--- src/rtl/parking_pkg.sv ---
// Shared constants and state encoding for the parking lot slot scheduler.
package parking_pkg;
   localparam int NUM_SLOTS = 4;
   localparam int SLOT_W    = 2;
   localparam int CAP_W     = 3;

   localparam logic [NUM_SLOTS-1:0] FULL_LOT = 4'b1111;

   typedef enum logic [1:0] {
      IDLE       = 2'd0,
      ENTRY_GATE = 2'd1,
      EXIT_GATE  = 2'd2
   } state_t;
endpackage

--- src/rtl/parking_manager_slot_finder.sv ---
// Combinational free-slot summary: free count, lowest free index and full flag.
module slot_finder
   import parking_pkg::*;
(
   input  logic [NUM_SLOTS-1:0] occupancy,
   output logic [CAP_W-1:0]     capacity,
   output logic [SLOT_W-1:0]    nearest_park,
   output logic                 full
);

   always_comb begin
      capacity     = '0;
      nearest_park = '0;
      // Scan downward so the last hit left standing is the lowest free slot.
      for (int i = NUM_SLOTS - 1; i >= 0; i--) begin
         if (!occupancy[i]) begin
            nearest_park = SLOT_W'(i);
            capacity     = capacity + CAP_W'(1);
         end
      end
      full = (occupancy == FULL_LOT);
   end

endmodule

--- src/rtl/parking_manager.sv ---
// Slot scheduler: arbitrates entry/exit requests, tracks occupancy, times the gate.
module parking_manager #(
   parameter int NUM_SLOTS   = 4,
   parameter int GATE_CYCLES = 16
) (
   input  logic                         CLK,
   input  logic                         RST,
   input  logic                         entry_req,
   input  logic                         exit_req,
   input  logic [parking_pkg::SLOT_W-1:0] exit_slot,
   output logic                         entry_ack,
   output logic                         entry_reject,
   output logic [parking_pkg::SLOT_W-1:0] assigned_slot,
   output logic                         exit_ack,
   output logic                         exit_err,
   output logic                         gate_open,
   output logic [NUM_SLOTS-1:0]         occupancy,
   output logic [parking_pkg::CAP_W-1:0] capacity,
   output logic [parking_pkg::SLOT_W-1:0] nearest_park
);
   import parking_pkg::*;

   localparam int TW = $clog2(GATE_CYCLES + 1);

   state_t              state, state_next;
   logic [TW-1:0]       timer, timer_next;
   logic [NUM_SLOTS-1:0] occ_next;
   logic [SLOT_W-1:0]   assigned_next;
   logic                entry_ack_next, entry_reject_next;
   logic                exit_ack_next, exit_err_next;
   logic                full;

   slot_finder u_finder (
      .occupancy    (occupancy),
      .capacity     (capacity),
      .nearest_park (nearest_park),
      .full         (full)
   );

   always_ff @(posedge CLK) begin
      if (RST) begin
         state         <= IDLE;
         timer         <= '0;
         occupancy     <= '0;
         assigned_slot <= '0;
         entry_ack     <= 1'b0;
         entry_reject  <= 1'b0;
         exit_ack      <= 1'b0;
         exit_err      <= 1'b0;
      end else begin
         state         <= state_next;
         timer         <= timer_next;
         occupancy     <= occ_next;
         assigned_slot <= assigned_next;
         entry_ack     <= entry_ack_next;
         entry_reject  <= entry_reject_next;
         exit_ack      <= exit_ack_next;
         exit_err      <= exit_err_next;
      end
   end

   always_comb begin
      state_next        = state;
      timer_next        = timer;
      occ_next          = occupancy;
      assigned_next     = assigned_slot;
      entry_ack_next    = 1'b0;
      entry_reject_next = 1'b0;
      exit_ack_next     = 1'b0;
      exit_err_next     = 1'b0;
      case (state)
         IDLE: begin
            // Exits win; a bogus exit still blocks the entry for this cycle.
            if (exit_req) begin
               if (occupancy[exit_slot]) begin
                  occ_next[exit_slot] = 1'b0;
                  exit_ack_next       = 1'b1;
                  timer_next          = TW'(GATE_CYCLES);
                  state_next          = EXIT_GATE;
               end else begin
                  exit_err_next = 1'b1;
               end
            end else if (entry_req) begin
               if (!full) begin
                  occ_next[nearest_park] = 1'b1;
                  assigned_next          = nearest_park;
                  entry_ack_next         = 1'b1;
                  timer_next             = TW'(GATE_CYCLES);
                  state_next             = ENTRY_GATE;
               end else begin
                  entry_reject_next = 1'b1;
               end
            end
         end
         ENTRY_GATE, EXIT_GATE: begin
            timer_next = timer - TW'(1);
            if (timer == TW'(1)) state_next = IDLE;
         end
         default: state_next = IDLE;
      endcase
   end

   always_comb begin
      gate_open = (state != IDLE);
   end

endmodule

--- config.mk ---
export PLATFORM = sky130hd
export DESIGN_NAME = parking_manager
export DESIGN_NICKNAME = d
export VERILOG_FILES = /design/src/rtl/parking_pkg.sv /design/src/rtl/parking_manager_slot_finder.sv /design/src/rtl/parking_manager.sv
export SDC_FILE = /design/constraint.sdc
export NUM_CORES = 1
export LEC_CHECK = 0
export ABC_AREA = 1
export CAP_MARGIN = 20
export CORE_UTILIZATION = 35
export CTS_CLUSTER_DIAMETER = 80
export DETAILED_ROUTE_END_ITERATION = 10
export PLACE_DENSITY = 0.7
export SYNTH_ARGS = -nofsm -noshare
export SYNTH_HDL_FRONTEND = slang
export SYNTH_HIERARCHICAL = 1
export SYNTH_SLANG_ARGS = --single-unit
--- constraint.sdc ---
create_clock -name CLK -period 1.8 [get_ports CLK]
set_input_delay 0.18 -clock CLK [delete_from_list [all_inputs] [get_ports CLK]]
set_output_delay 0.18 -clock CLK [all_outputs]
set_load 0.1 [all_outputs]
==> flow_summary_export.csv <==
group,metric,value,unit
synthesis,netlist_instances,161,
setup_path,worst-r2r-setup-slack,0.26,ns
sta,fin_crit_sh,110,%
hold_path,holdCritPathClass,"flip-flop to flip-flop",
grt,grt_pass1_wl,4570,um
setup_path,cp_max_fo,4,
synthesis,ys_top_cells_by_area,"dfxtp_1, nand2_1, ha_1, inv_1, nor2_1",
routing,dr.first_iter.drc_count,27,
clock_tree,cts_buffer_depth,2,
synthesis,ys_warn_count,6,
cells_and_area,num_antenna_cells,0,
placed_design,dp_cells,228,
power,p_comb_share,44.4,%
synthesis,synth_top_area_cell,"dfxtp_1",
cells_and_area,final_util,54.4,%
die,io_pins,22,
setup_path,cp.arrival,1.80,ns
setup_path,crit_path_end_kind,"output pin",
sta,setup_slack,-0.176,ns
routing,wl_met2,1400,um
sta,hold_viol,0,
synthesis,yosys_most_used_dff,"dfxtp_1",
sta,setup_viol,3,
synthesis,synth_top_area_share,30.5,%
routing,vias,1159,
power,pwr-share-clk,18.1,%
die,die_y,58.5,um
die,die_x,58.5,um
run,drv_cap,0,
routing,m1WireLength,1220,um
clock_tree,htreeDepth,1,
synthesis,synth_most_common_cell,"nand2_1",
grt,grt_max_degree,11,
synthesis,ys_seq_area_share,30.5,%
routing,highest_layer,"met4",
die,die_area,3420,um2
clock_tree,hold_buffers,0,
cells_and_area,nets,209,
synthesis,synth-async-reset-ratio,0,%
die,start_util,36.6,%
placed_design,hpwl,2030,um
routing,ant_nets,0,
sta,fmax,506,MHz
sta,grt_setup_unrepaired,"yes",
power,ir_worst_vdd,0.407,mV
clock_tree,insertion_delay,0.28,ns
cells_and_area,drive_above_1_share,37.6,%
grt,grt_usage,17.2,%
grt,antenna_found_initial,0,
power,p_switching,0.465,mW
cells_and_area,final_cell_count_no_fill,238,
setup_path,path_cells,"inv_4, ha_4, inv_2, nand2_4, nand2_4, buf_4, buf_6, buf_4, nand2_2, nand2_2, buf_12",
clock_tree,root_buffer,"clkbuf_4",
synthesis,syn_area_per_cell,6.94,um2
routing,first_pass_iters,4,
grt,grt_pass1_vias,1058,
setup_path,cpPeakStageDelay,0.38,ns
status,violations,"setup timing",
setup_path,worst_setup_path_start_kind,"flip-flop",
routing,via_per_inst,4.87,
setup_path,worstSetupPathType,"flip-flop to output pin",
synthesis,synth_area,1120,um2
routing,wl_per_cell,11.7,um
sta,final_period_minus_worst_setup_slack,1.98,ns
die,coreArea,3050,um2
clock_tree,cts_tree,"done",
setup_path,crit_required,1.62,ns
setup_path,cpMaxStageDelayCell,"dfxtp_4",
synthesis,synthesis.nets,175,
routing,route.met3.wl,129,um
placed_design,place.port_buffers,21,
power,power.share.sequential,37.5,%
power,power,1.11,mW
power,leakage,0.748,nW
clock_tree,cts_buffers,3,
sta,slew_headroom,79.0,%
synthesis,synth_edf_count,0,
cells_and_area,area_delta_synth_final,48.7,%
synthesis,yosysUniqueCellTypes,26,
synthesis,synthTopCellsByCount,"nand2_1, inv_1, dfxtp_1, nor2_1, nand3_1",
grt,gr-total-overflow,0,
sta,worstMarginPinSlew,0.313,ns
status,outcome,"finished, violations left",
clock_tree,path_clk_slew,0.10,ns
synthesis,ys_ff_latch,17,
routing,drc,0,
power,p_int,0.642,mW
die,fp-row-count,20,
power,p_per_area,667,nW/um2
placed_design,gp_congestion,0.877,
power,swShare,42.0,%
routing,drt-total-wl,2790,um
cells_and_area,fillCellCount,301,
sta,finalMaxSlewViolations,0,
clock_tree,clock-sinks,17,
sta,finClkSkew,0.00486,ns
sta,hold_ws,0.470,ns
==> state kept, by name, summed over array words and instances (netlist names) <==
| register | count |
|---|---|
| timer | 5 |
| occupancy | 4 |
| assigned_slot | 2 |
| state | 2 |
| entry_ack | 1 |
| entry_reject | 1 |
| exit_ack | 1 |
| exit_err | 1 |
==> metal layers <==
layer / up-vias / track usage (%)
li1: 583 / -
met1: 538 / 21.6
met2: 32 / 28.4
met3: 6 / 4.40
met4: 0 / 6.46
met5: - / 0
==> layout make-up <==
cell class	count	area [um2]	area share [%]
tap	44	55.1	3.31
clock buffer	4	26.3	1.58
sequential	17	355	21.4
multi-input combinational	114	787	47.4
inverter	29	114	6.85
timing repair buffer	30	324	19.5
==> repair_timing <==
item,4_1_cts,5_1_grt
pin swaps,5,5
resized for setup,12,8
setup endpoints to repair,2,3
setup buffers,7,2
==> path summary, 6_finish.rpt <==
check               start            to  depth (start not counted)
max          occupancy[2]   capacity[0]                         11
min              state[0]      state[0]                          2
max reg2reg  occupancy[2]  occupancy[0]                          8
min reg2reg      state[0]      state[0]                          2
==> cells by family (layout without fill, tap and decap cells) <==
kind of cell	Yosys count	in the layout	share of synthesized area [%]
compound gates	18	18	10.3
xor+xnor	1	1	0.784
fa+ha+maj	8	8	8.96
buf+inv	30	63	10.1
flops	17	17	30.5
simple gates	87	87	39.4
==> power by group through the flow <==
| stage | clock (mW) | sequential (mW) | combinational, mW |
|---|---|---|---|
| finish | 0.200 | 0.415 | 0.492 |
| global route | 0.225 | 0.419 | 0.524 |
| global placement | 0 | 0.421 | 0.464 |
| floorplan | 0 | 0.485 | 0.280 |
| CTS | 0.210 | 0.415 | 0.486 |
| detailed placement | 0 | 0.423 | 0.473 |
==> per-stage QoR <==
step                TNS, ns  area, um2  setup WS [ns]
global route         -0.698       1660         -0.259
finish               -0.457       1660         -0.176
global placement          0       1530          0.117
detailed placement        0       1530         0.0510
CTS                  -0.412       1640         -0.148
floorplan             -1.06       1210         -0.242
==> cell usage in the layout, fill, tap and decap left out, types with 2 or more instances in the layout <==
| master | netlist | layout |
|---|---|---|
| inv_2 | 5 | 9 |
| nor2_4 | 1 | 2 |
| nand3_4 | 3 | 3 |
| o21a_1 | 2 | 2 |
| nand2_1 | 39 | 32 |
| ha_1 | 8 | 5 |
| nand4_1 | 7 | 7 |
| o21ai_2 | 0 | 2 |
| buf_6 | 0 | 3 |
| dfxtp_1 | 17 | 13 |
| nand3_2 | 2 | 3 |
| nor2_1 | 15 | 13 |
| clkbuf_4 | 0 | 3 |
| buf_4 | 0 | 16 |
| inv_4 | 0 | 2 |
| nand3_1 | 9 | 8 |
| nand2_2 | 5 | 7 |
| a21oi_1 | 7 | 7 |
| clkdlybuf4s50_1 | 0 | 5 |
| o21ai_0 | 4 | 2 |
| buf_12 | 0 | 6 |
| dfxtp_4 | 0 | 4 |
| nor3_1 | 3 | 2 |
| ha_4 | 0 | 3 |
| nand2_4 | 0 | 4 |
| inv_1 | 24 | 18 |
==> worst max-delay path: cells and delay by family, from the launching register on <==
family	cells	cell delay, ns
flip-flops	1	0.38
buffers and inverters	6	0.60
adder cells (fa/ha/maj)	1	0.27
AND/OR/NAND/NOR	4	0.25
Power figures use the tool's default switching activity.
